File: src/rtl/lab1_1_bist_if.sv
// ALU-under-test bus: the BIST drives op/a/b and reads back the combinational result d.
interface lab1_1_bist_if;
    logic [1:0] op;
    logic [3:0] a;
    logic [3:0] b;
    logic [3:0] d;

    modport master (output op, a, b, input d);
    modport slave  (input op, a, b, output d);
endinterface

File: src/rtl/lab1_1_bist.sv
// Exhaustive BIST for a 4-bit ALU: sweeps every {op,a,b}, holds each vector SETTLE
// cycles, compares d against the golden result and records error count and first failure.
module lab1_1_bist #(
    parameter int SETTLE = 1
) (
    input  logic                clk,
    input  logic                rst_n,
    input  logic                start,
    input  logic                abort,
    lab1_1_bist_if.master       alu,
    output logic                busy,
    output logic                done,
    output logic                pass,
    output logic [10:0]         err_cnt,
    output logic [9:0]          first_err_vec,
    output logic                first_err_valid
);
    typedef enum logic [1:0] {IDLE, RUN, DONE} state_t;

    localparam logic [3:0] WLAST   = 4'(SETTLE - 1);
    localparam logic [9:0] VEC_MAX = 10'd1023;

    state_t     state;
    logic [9:0] vec;
    logic [3:0] wait_cnt;
    logic [3:0] gold;
    logic       cmp_now;
    logic       mis;

    function automatic logic [3:0] golden(input logic [1:0] f_op,
                                          input logic [3:0] f_a,
                                          input logic [3:0] f_b);
        logic [3:0] r;
        case (f_op)
            2'b00:   r = f_a & f_b;
            2'b01:   r = (f_b >= 4'd4) ? 4'b0000 : 4'(f_a << f_b[1:0]);
            2'b10:   r = f_a | f_b;
            default: r = (f_b >= 4'd4) ? 4'b0000 : 4'(f_a >> f_b[1:0]);
        endcase
        return r;
    endfunction

    assign alu.op = vec[9:8];
    assign alu.a  = vec[7:4];
    assign alu.b  = vec[3:0];

    assign gold    = golden(vec[9:8], vec[7:4], vec[3:0]);
    assign cmp_now = (state == RUN) && (wait_cnt == WLAST);
    assign mis     = (alu.d != gold);

    always_ff @(posedge clk or negedge rst_n) begin
        if (!rst_n) begin
            state           <= IDLE;
            vec             <= '0;
            wait_cnt        <= '0;
            busy            <= 1'b0;
            done            <= 1'b0;
            pass            <= 1'b0;
            err_cnt         <= '0;
            first_err_vec   <= '0;
            first_err_valid <= 1'b0;
        end else begin
            case (state)
                IDLE: begin
                    if (start && !abort) begin
                        state           <= RUN;
                        vec             <= '0;
                        wait_cnt        <= '0;
                        busy            <= 1'b1;
                        err_cnt         <= '0;
                        first_err_vec   <= '0;
                        first_err_valid <= 1'b0;
                    end
                end
                RUN: begin
                    if (abort) begin
                        state           <= IDLE;
                        vec             <= '0;
                        wait_cnt        <= '0;
                        busy            <= 1'b0;
                        err_cnt         <= '0;
                        first_err_vec   <= '0;
                        first_err_valid <= 1'b0;
                    end else if (cmp_now) begin
                        if (mis) begin
                            err_cnt <= err_cnt + 11'd1;
                            if (!first_err_valid) begin
                                first_err_vec   <= vec;
                                first_err_valid <= 1'b1;
                            end
                        end
                        wait_cnt <= '0;
                        if (vec == VEC_MAX) begin
                            // Final compare: pass must reflect this vector's result too.
                            state <= DONE;
                            busy  <= 1'b0;
                            done  <= 1'b1;
                            pass  <= (err_cnt == 11'd0) && !mis;
                        end else begin
                            vec <= vec + 10'd1;
                        end
                    end else begin
                        wait_cnt <= wait_cnt + 4'd1;
                    end
                end
                DONE: begin
                    if (abort || start) begin
                        state           <= abort ? IDLE : RUN;
                        busy            <= !abort;
                        done            <= 1'b0;
                        pass            <= 1'b0;
                        vec             <= '0;
                        wait_cnt        <= '0;
                        err_cnt         <= '0;
                        first_err_vec   <= '0;
                        first_err_valid <= 1'b0;
                    end
                end
                default: begin
                    state <= IDLE;
                    busy  <= 1'b0;
                    done  <= 1'b0;
                    pass  <= 1'b0;
                end
            endcase
        end
    end
endmodule
File: src/flat_wrapper.sv
// flat-port wrapper written by rule: the top's interface ports become plain ports
module lab1_1_bist_flat 
#(
    parameter int SETTLE = 1
)
  (clk, rst_n, start, abort, busy, done, pass, err_cnt, first_err_vec, first_err_valid, alu_op, alu_a, alu_b, alu_d);
  lab1_1_bist_if alu_i ();
  input  logic clk;
  input  logic rst_n;
  input  logic start;
  input  logic abort;
  output logic busy;
  output logic done;
  output logic pass;
  output logic [10:0] err_cnt;
  output logic [9:0] first_err_vec;
  output logic first_err_valid;
  output wire logic [$bits(alu_i.op)-1:0] alu_op;
  output wire logic [$bits(alu_i.a)-1:0] alu_a;
  output wire logic [$bits(alu_i.b)-1:0] alu_b;
  input wire logic [$bits(alu_i.d)-1:0] alu_d;
  assign alu_op = alu_i.op;
  assign alu_a = alu_i.a;
  assign alu_b = alu_i.b;
  assign alu_i.d = alu_d;
  lab1_1_bist #(.SETTLE(SETTLE)) u_core (.clk(clk), .rst_n(rst_n), .start(start), .abort(abort), .alu(alu_i), .busy(busy), .done(done), .pass(pass), .err_cnt(err_cnt), .first_err_vec(first_err_vec), .first_err_valid(first_err_valid));
endmodule
File: config.mk
export PLATFORM = sky130hd
export DESIGN_NAME = lab1_1_bist_flat
export DESIGN_NICKNAME = d
export VERILOG_FILES = /design/src/rtl/lab1_1_bist_if.sv /design/src/rtl/lab1_1_bist.sv /design/src/flat_wrapper.sv
export SDC_FILE = /design/constraint.sdc
export NUM_CORES = 1
export LEC_CHECK = 0
export CORE_UTILIZATION = 48
export CTS_BUF_LIST = sky130_fd_sc_hd__clkbuf_8 sky130_fd_sc_hd__clkbuf_16
export DETAILED_ROUTE_END_ITERATION = 16
export PLACE_DENSITY = 0.75
export SYNTH_ARGS = -nofsm -noshare
export SYNTH_HDL_FRONTEND = slang
export SYNTH_SLANG_ARGS = --single-unit
File: constraint.sdc
create_clock -name clk -period 2.7 [get_ports clk]
set_clock_uncertainty 0.1 [all_clocks]
set_input_delay 0.81 -clock clk [delete_from_list [all_inputs] [get_ports clk]]
set_output_delay 0.81 -clock clk [all_outputs]
set_load 0.05 [all_outputs]
==> run_results.csv, run 1 <==
group,metric,value,unit
synthesis,syn_inst,275,
global_route,grt_pass1_vias,2213,
timing,period_share,99.74,%
cells_and_area,fin_nets,360,
place,port_buffers,42,
worst_hold_path,hold_class,"in2async",
power,swShare,27.33,%
global_route,grt_max_degree,27,
synthesis,synth_async_sr_flop_share,100.0,%
cells_and_area,syn_to_final_growth,38.94,%
worst_setup_path,crit_required,2790,ps
power,ir_drop,0.3269,mV
synthesis,ys_ff_latch,41,
flow_run,cap_violations,0,
synthesis,yosys-top-cells-area,"dfrtp_1 (42%), nand2_1 (5.0%), a32o_1 (4.9%), nor2_1 (4.3%), mux2i_1 (3.2%)",
timing,fin_crit,2693,ps
clocking,cts_hold_buf,0,
timing,setup_tns,0,ps
worst_setup_path,cp_max_fo,7,
cells_and_area,regArea,1039,µm²
global_route,track_usage,25.50,%
timing,tightestPinTransition,617.5,ps
timing,max_freq,0.3713,GHz
timing,final-hold-violation-count,0,
clocking,numCtsBuffers,5,
synthesis,yosys_warnings,0,
floorplanning,initial_core_util,50.97,%
detailed_routing,finalWirelength,6608,µm
global_route,grt_pass1_wl,10620,µm
detailed_routing,first_iter_violations,310,
global_route,grt_overflow,0,
detailed_routing,post_drt_via_cell_ratio,5.887,
cells_and_area,design_area,3433,µm²
timing,maxSlewHeadroom,58.45,%
worst_setup_path,worstSetupPathType,"reg2reg",
synthesis,synth_edf_count,0,
floorplanning,die_x,73.75,µm
detailed_routing,postRouteAntennaNets,0,
clocking,htreeDepth,2,
timing,rsz0062_at_grt,"true",
cells_and_area,drive_gt1_share,22.41,%
power,pwr-share-comb,17.8,%
clocking,cts_tree,"built",
cells_and_area,fillCellCount,384,
power,p_total,1.520,mW
power,p_int,1.104,mW
detailed_routing,drc,0,
floorplanning,core,4848,µm²
worst_setup_path,cp-end-kind,"flop",
clocking,cts_root_buffer,"clkbuf_8",
clocking,clock_path_buffers,2,
synthesis,synth-main-ff-cell,"dfrtp_1",
clocking,clk_pin_slew,80,ps
place,hpwl,4502,µm
detailed_routing,wire_per_inst,15.92,µm
power,p_leak,1.427,nW
floorplanning,std_cell_rows,25,
power,pwr-share-seq,43.5,%
synthesis,yosysSeqAreaShare,41.52,%
detailed_routing,dr_total_vias,2443,
timing,finalMaxSlewViolations,0,
place,dpl_cell_area,3161,µm²
global_route,grt_antenna_before_repair,0,
power,power_density,442.6,nW/µm²
place,gp_congestion,0.8381,
synthesis,syn-num-nets,288,
floorplanning,dieArea,5439,µm²
clocking,cts_sinks,41,
synthesis,synth_cell_type_count,51,
cells_and_area,diodes,0,
clocking,clk_latency,300,ps
synthesis,synth_area_leader_cell,"dfrtp_1",
timing,final-setup-viol-count,0,
synthesis,syn-cell-area,2471,µm²
power,p_sw,0.4154,mW
power,p_clk_share,38.7,%
floorplanning,dieHeight,73.75,µm
run_status,status,"finished clean",
worst_setup_path,critPathArrivalTime,2780,ps
floorplanning,io_pins,43,
synthesis,avgSynthCellArea,8.986,µm²
cells_and_area,multiInputGateArea,1390,µm²
detailed_routing,first_pass_iters,5,
worst_setup_path,worstSetupStartpointType,"flop",
synthesis,synth_top_area_share,41.52,%
==> cells in the final DEF, fill, tap and decap left out, drive strengths merged, types with 9 or more instances in the layout <==
master / instances
buf: 43
o21ai: 18
a32o: 12
clkdlybuf4s50: 40
nor2: 28
nand3: 11
nand2: 34
inv: 10
dfrtp: 41
a21oi: 9
==> synth_stat cells (all sizes together) (3+ instances only) <==
master / number
a21oi: 9
a31oi: 5
a32o: 12
and3: 7
buf: 6
clkbuf: 12
dfrtp: 41
ha: 5
inv: 10
maj3: 3
mux2: 3
mux2i: 8
nand2: 34
nand2b: 4
nand3: 11
nand4: 6
nor2: 28
nor3: 5
nor3b: 4
nor4: 3
o211ai: 4
o21ai: 18
or3: 4
xnor2: 7
xor2: 3
==> repair_timing <==
action                     in CTS  in global routing
setup buffers                   2                  9
pin swaps                       2                  6
gates resized for setup         0                 12
setup endpoints to repair       1                 21
==> critical path: stages (launching register included) <==
cell and delay [ps]:
dfrtp_2 500, nor4bb_4 410, and3_1 230, a221oi_2 50, xnor2_1 140, or4_4 630
buf_6 180, and3_4 160, o22a_1 180
==> metal layers <==
metal	part of all wire [%]	global-route usage [%]	vias to the layer above
li1	-	-	1141
met1	46	36.32	1180
met2	45	39.45	106
met3	6.4	3.429	16
met4	2.6	9.402	0
met5	0	0	-
==> cells by family after synthesis <==
family,share of synthesized area (%)
DFF,41.52
adders and majority gates,3.797
xor gates and xnor gates,3.545
AOI/OAI and AO/OA,18.68
muxes,4.608
and+or+nand+nor,22.58
buffers and inverters,5.266
==> power groups by stage <==
stage / Combinational [mW] / Clock, mW / Sequential [mW]
floorplan: 0.119 / 0 / 0.703
global placement: 0.255 / 0 / 0.670
detailed placement: 0.259 / 0 / 0.672
CTS: 0.262 / 0.596 / 0.660
global route: 0.295 / 0.619 / 0.664
finish: 0.271 / 0.588 / 0.661
==> stage by stage <==
| stage | std cells | hold slack (ps) | util [%] | setup slack [ps] |
|---|---|---|---|---|
| 3_5_place_dp | 396 | 397.7 | 65.19 | -145.2 |
| 5_1_grt | 415 | 339.7 | 70.81 | -75.66 |
| 4_1_cts | 406 | 330.2 | 68.26 | 6.950 |
| 3_3_place_gp | 396 | 392.8 | 65.19 | -134.1 |
| 2_1_floorplan | 275 | 405.6 | - | -53.45 |
| 6_report | 415 | 313.5 | 70.81 | 7.087 |
==> path summary, 6_finish.rpt <==
kind,cells after the start,slack (ps),start,endpoint
min,1,310,rst_n,u_core.state[0]
max reg2reg,8,7,u_core.vec[3],u_core.err_cnt[7]
max in group asynchronous,2,1510,rst_n,u_core.vec[7]
max,8,7,u_core.vec[3],u_core.err_cnt[7]
min reg2reg,1,410,u_core.pass,u_core.pass
min in group clk,1,410,u_core.pass,u_core.pass
==> flip-flops by register name, summed over array words and instances, names as in the netlist <==
name                    flops
u_core.pass                 1
u_core.wait_cnt             4
u_core.first_err_valid      1
u_core.busy                 1
u_core.state                2
u_core.vec                 10
u_core.done                 1
u_core.first_err_vec       10
u_core.err_cnt             11
==> area by class of cell <==
type / instances / share of cell area (%)
inverters: 10 / 1.093
flip-flops and latches: 41 / 30.25
multi-input cells: 206 / 40.49
clock buffers: 5 / 2.004
clock inverters: 3 / 1.895
well taps: 67 / 2.442
repair buffers: 83 / 21.83
(Power assumes the default switching activity.)
==> inputs of run 2 (changes only) <==
==> constraint.sdc (replaced) <==
create_clock -name clk -period 2.7 [get_ports clk]
set_clock_uncertainty 0.1 [all_clocks]
set_input_delay 0.81 -clock clk [delete_from_list [all_inputs] [get_ports clk]]
set_output_delay 0.81 -clock clk [all_outputs]
set_load 0.02 [all_outputs]
==> run 2 against run 1 <==
Cell count down 0.24%; fmax up 2.9%; first-iteration DRC count down 24%; routed wire length down 5.3%; non-clock buffer count down 1; critical path depth up 1; global-route usage down 0.90 points; worst setup slack better by 76 ps; via count down 3.6%; register-to-register slack better by 80 ps; highest routed layer unchanged; die area unchanged; flip-flop and latch count unchanged.
==> run_results.csv, run 2 (synthesis gave the netlist of run 1 again) <==
group,metric,value,unit
detailed_routing,dr_total_vias,2355,
clocking,clock_path_buffers,2,
clocking,cts_hold_buf,0,
cells_and_area,design_area,3366,µm²
clocking,clk_latency,290,ps
detailed_routing,postRouteAntennaNets,0,
worst_setup_path,crit_required,2820,ps
global_route,grt_overflow,0,
floorplanning,io_pins,43,
worst_hold_path,hold_class,"in2async",
place,dp.cells,402,
power,pwr-share-seq,51.3,%
floorplanning,initial_core_util,50.97,%
power,p_sw,0.3774,mW
clocking,htreeDepth,2,
flow_run,cap_violations,0,
power,p_leak,1.410,nW
timing,final-hold-violation-count,0,
worst_setup_path,critPathArrivalTime,2740,ps
timing,max_freq,0.3821,GHz
timing,final-setup-viol-count,0,
clocking,cts_sinks,41,
timing,maxSlewHeadroom,52.48,%
place,hpwl,4606,µm
cells_and_area,fin_nets,359,
floorplanning,std_cell_rows,25,
floorplanning,dieHeight,73.75,µm
worst_setup_path,cp-end-kind,"flop",
power,p_total,1.289,mW
cells_and_area,syn_to_final_growth,36.20,%
clocking,cts_root_buffer,"clkbuf_8",
cells_and_area,layout_common_cells,"clkdlybuf4s50_1 (41), dfrtp_1 (36), buf_4 (35)",
worst_setup_path,worstSetupStartpointType,"flop",
global_route,grt_antenna_before_repair,0,
cells_and_area,largest_register,"u_core.err_cnt",
power,p_clk_share,30.3,%
cells_and_area,fin_cells,414,
worst_setup_path,reg2reg_depth,9,
timing,tightestPinTransition,706.3,ps
clocking,cts_tree,"built",
global_route,grt_pass1_vias,2121,
global_route,grt_pass1_wl,10240,µm
cells_and_area,final_common_cell,"clkdlybuf4s50_1",
timing,period_share,96.94,%
cells_and_area,diodes,0,
place,port_buffers,42,
detailed_routing,drc,0,
timing,rsz0062_at_grt,"true",
cells_and_area,largest_reg_flops,11,
power,ir_drop,0.3413,mV
floorplanning,dieArea,5439,µm²
cells_and_area,drive_gt1_share,21.04,%
worst_setup_path,cp_max_fo,8,
detailed_routing,finalWirelength,6259,µm
cells_and_area,fin_util,69.42,%
detailed_routing,wire_per_inst,15.12,µm
detailed_routing,first_iter_violations,237,
power,p_int,0.9111,mW
power,pwr-share-comb,18.4,%
power,swShare,29.29,%
global_route,grt_max_degree,27,
timing,whs,403.2,ps
floorplanning,die_x,73.75,µm
detailed_routing,first_pass_iters,4,
cells_and_area,top_regs,"u_core.err_cnt (11), u_core.first_err_vec (10), u_core.vec (10)",
detailed_routing,post_drt_via_cell_ratio,5.688,
clocking,clk_pin_slew,80,ps
timing,fin_crit,2617,ps
power,power_density,382.8,nW/µm²
run_status,status,"finished clean",
global_route,track_usage,24.59,%
clocking,numCtsBuffers,5,
floorplanning,core,4848,µm²
place,dpl_cell_area,3162,µm²
timing,finalMaxSlewViolations,0,
worst_setup_path,worstSetupPathType,"reg2reg",
place,gp_congestion,0.9316,
## run 2: changes by cell type in the layout (fill, tap and decap cells not counted), sizes merged
cell,delta
buf,-2
clkdlybuf4s50,+1
bufinv,-2
clkinv,+1
clkinvlp,+1
## run 2: stage by stage
stage	setup slack, ps	TNS [ps]
floorplan	-53.44	-584.0
global placement	-112.8	-1132
detailed placement	-158.4	-1542
CTS	1.785	0
global route	-27.29	-27.29
finish	82.61	0
## run 2: final timing paths
kind	slack (ps)	endpoint	startpoint
min reg2reg	420	u_core.busy	u_core.busy
max	80	u_core.err_cnt[0]	u_core.vec[2]
min	400	u_core.err_cnt[6]	rst_n
min in group clk	420	u_core.busy	u_core.busy
max in group asynchronous	1550	u_core.vec[0]	rst_n
max reg2reg	80	u_core.err_cnt[0]	u_core.vec[2]
## run 2: area by class of cell
cell class	instances	area [µm²]
timing repair buffer	82	734.5
multi-input combinational	206	1391
clock buffer	5	68.82
clock inverter	3	17.52
inverter	10	37.54
fill	388	1483
sequential	41	1032
tap	67	83.83
## run 2: metal layers
| layer | up-vias | wire [µm] | GRT usage (%) |
|---|---|---|---|
| li1 | 1140 | - | - |
| met2 | 51 | 2822 | 36.70 |
| met4 | 0 | 76 | 5.556 |
| met1 | 1156 | 3118 | 36.75 |
| met3 | 8 | 241 | 4.664 |
| met5 | - | 0 | 0 |
## run 2: power by group through the flow
stage                     Sequential (mW)  Clock, mW  Combinational (mW)
after floorplan                     0.677          0               0.119
after global placement              0.670          0               0.229
after detailed placement            0.671          0               0.232
after CTS                           0.659      0.401               0.234
after global routing                0.665      0.428               0.262
final                               0.661      0.390               0.237
## run 2: worst max-delay path: stages, from the launching register on
cell and delay (ps):
dfrtp_2 490, nor4bb_4 350, buf_4 170, a32o_2 180
a21oi_2 40, xnor2_1 120, or4_4 570, buf_6 180
o21a_1 210, mux2i_1 130
## run 2: repair_timing
action                                  CTS  global route
endpoints found under the setup margin    1            22
resized for setup                         1            21
pin swaps                                 0            11
setup buffers                             0             4
==> inputs of run 3 (changes only) <==
--- a/config.mk
+++ b/config.mk
@@ -9,6 +9,7 @@
 export CTS_BUF_LIST = sky130_fd_sc_hd__clkbuf_8 sky130_fd_sc_hd__clkbuf_16
 export DETAILED_ROUTE_END_ITERATION = 16
 export PLACE_DENSITY = 0.75
+export RECOVER_POWER = 50
 export SYNTH_ARGS = -nofsm -noshare
 export SYNTH_HDL_FRONTEND = slang
 export SYNTH_SLANG_ARGS = --single-unit
==> constraint.sdc (replaced) <==
create_clock -name clk -period 2.35 [get_ports clk]
set_clock_uncertainty 0.1 [all_clocks]
set_input_delay 0.705 -clock clk [delete_from_list [all_inputs] [get_ports clk]]
set_output_delay 0.705 -clock clk [all_outputs]
set_load 0.02 [all_outputs]
==> run 3 against run 2 <==
The run now ends with negative setup slack left; design area grew 7.4%; flip-flop and latch count is the same; non-clock buffer count grew 20; sequential share of layout area shrank 2.0 points; register-to-register slack lost 340 ps; via count grew 4.6%; sequential power grew 15%; critical endpoint unchanged; combinational power grew 27%.
==> run_results.csv, run 3 (synthesis gave the netlist of run 1 again) <==
group,metric,value,unit
place,port_buffers,42,
power,pwr-share-seq,49.6,%
cells_and_area,drive_gt1_share,28.61,%
timing,finalMaxSlewViolations,0,
floorplanning,initial_core_util,50.97,%
global_route,grt_antenna_before_repair,0,
clocking,htreeDepth,2,
timing,rsz0062_at_grt,"true",
run_status,status,"complete, but fails checks",
detailed_routing,drc,0,
flow_run,cap_violations,0,
power,p_sw,0.4717,mW
timing,max_freq,0.3833,GHz
worst_hold_path,hold_class,"reg2reg",
power,p_leak,1.618,nW
detailed_routing,first_pass_iters,4,
power,p_clk_share,30.7,%
worst_setup_path,critPathArrivalTime,2730,ps
clocking,clk_pin_slew,90,ps
power,p_int,1.063,mW
clocking,clock_path_buffers,2,
floorplanning,dieArea,5439,µm²
clocking,clk_latency,300,ps
timing,setup_tns,-5121,ps
timing,period_share,111.0,%
detailed_routing,post_drt_via_cell_ratio,5.675,
clocking,cts_hold_buf,0,
timing,setup_ws,-259.1,ps
worst_setup_path,crit_required,2470,ps
worst_setup_path,worstSetupStartpointType,"flop",
cells_and_area,largest_reg_flops,11,
cells_and_area,fin_cells,434,
timing,final-setup-viol-count,23,
worst_setup_path,cp_max_fo,7,
detailed_routing,first_iter_violations,250,
run_status,violations,"negative setup slack",
cells_and_area,final_common_cell,"buf_4",
cells_and_area,largest_register,"u_core.err_cnt",
cells_and_area,fillCellCount,350,
detailed_routing,dr_total_vias,2463,
floorplanning,die_x,73.75,µm
cells_and_area,diodes,0,
floorplanning,dieHeight,73.75,µm
floorplanning,io_pins,43,
global_route,grt_overflow,0,
cells_and_area,fin_nets,379,
timing,tightestPinTransition,957.9,ps
clocking,cts_tree,"built",
detailed_routing,wire_per_inst,15.94,µm
place,hpwl,4720,µm
worst_setup_path,cp-end-kind,"flop",
floorplanning,core,4848,µm²
timing,fin_crit,2609,ps
place,gp_congestion,0.8518,
worst_setup_path,r2r_setup_slack,-260,ps
clocking,numCtsBuffers,5,
detailed_routing,finalWirelength,6919,µm
place,dp.cells,413,
clocking,cts_sinks,41,
power,swShare,30.73,%
place,dp_slack,-358.2,ps
power,ir_drop,0.4045,mV
cells_and_area,layout_common_cells,"buf_4 (52), clkdlybuf4s50_1 (35), nand2_1 (32), dfrtp_1 (32), nor2_1 (26)",
timing,final-hold-violation-count,0,
power,pwr-share-comb,19.7,%
timing,maxSlewHeadroom,36.14,%
cells_and_area,syn_to_final_growth,46.28,%
global_route,grt_pass1_wl,11190,µm
clocking,cts_root_buffer,"clkbuf_8",
worst_setup_path,worstSetupPathType,"reg2reg",
global_route,grt_max_degree,18,
global_route,grt_pass1_vias,2251,
power,power_density,424.6,nW/µm²
global_route,track_usage,27.13,%
detailed_routing,postRouteAntennaNets,0,
floorplanning,std_cell_rows,25,
cells_and_area,top_regs,"u_core.err_cnt (11), u_core.first_err_vec (10), u_core.vec (10)",
==> run 3: repair_timing <==
item / in CTS / in global routing
endpoints found under the setup margin: 26 / 40
setup buffers: 7 / 6
pin swaps: 2 / 16
gates resized for setup: 8 / 29
cloned: 0 / 0
==> run 3: final timing paths <==
| check | startpoint | to | cells after the start |
|---|---|---|---|
| worst max-delay path | u_core.vec[9] | u_core.err_cnt[0] | 9 |
| min in group asynchronous | rst_n | u_core.err_cnt[2] | 1 |
| max in group asynchronous | rst_n | u_core.vec[9] | 2 |
| worst min register to register | u_core.done | u_core.done | 1 |
| worst max register to register | u_core.vec[9] | u_core.err_cnt[0] | 9 |
| worst min-delay path | u_core.done | u_core.done | 1 |
==> run 3: layer usage <==
layer	wire (µm)	vias to the layer above	track usage, %
met4	70	0	7.265
met1	3386	1195	41.27
met3	327	8	4.390
li1	-	1182	-
met5	0	-	0
met2	3134	78	39.65
==> run 3: per-stage QoR <==
stage	total power [mW]	cell area (µm²)	hold slack [ps]	util (%)
2_1_floorplan	0.9240	2564	309.4	-
3_3_place_gp	1.051	3293	390.8	67.92
3_5_place_dp	1.054	3293	393.6	67.92
4_1_cts	1.524	3463	230.6	71.43
5_1_grt	1.608	3615	437.8	74.55
6_report	1.535	3615	410.8	74.55
==> run 3: worst max-delay path, stage by stage (launching register included) <==
cell     delay, ps
dfrtp_2        440
buf_12         140
maj3_2         300
a22o_1         220
a31oi_2        150
xnor2_1        110
or4_4          570
buf_6          170
o21a_1         200
mux2i_1        140
==> run 3: power by group through the flow <==
stage               Combinational [mW]  Clock, mW  Sequential (mW)
global route                     0.335      0.508            0.765
floorplan                        0.144          0            0.780
detailed placement               0.282          0            0.772
global placement                 0.280          0            0.771
CTS                              0.289      0.477            0.759
finish                           0.302      0.471            0.761
==> run 3: area by class of cell <==
class / instances / area, µm² / area share (%)
clock buffers: 5 / 68.82 / 1.904
clock inverters: 3 / 18.77 / 0.5192
inverters: 10 / 37.54 / 1.038
repair buffers: 102 / 899.6 / 24.89
flip-flops and latches: 41 / 1037 / 28.69
multi-input cells: 206 / 1469 / 40.64
well taps: 67 / 83.83 / 2.319
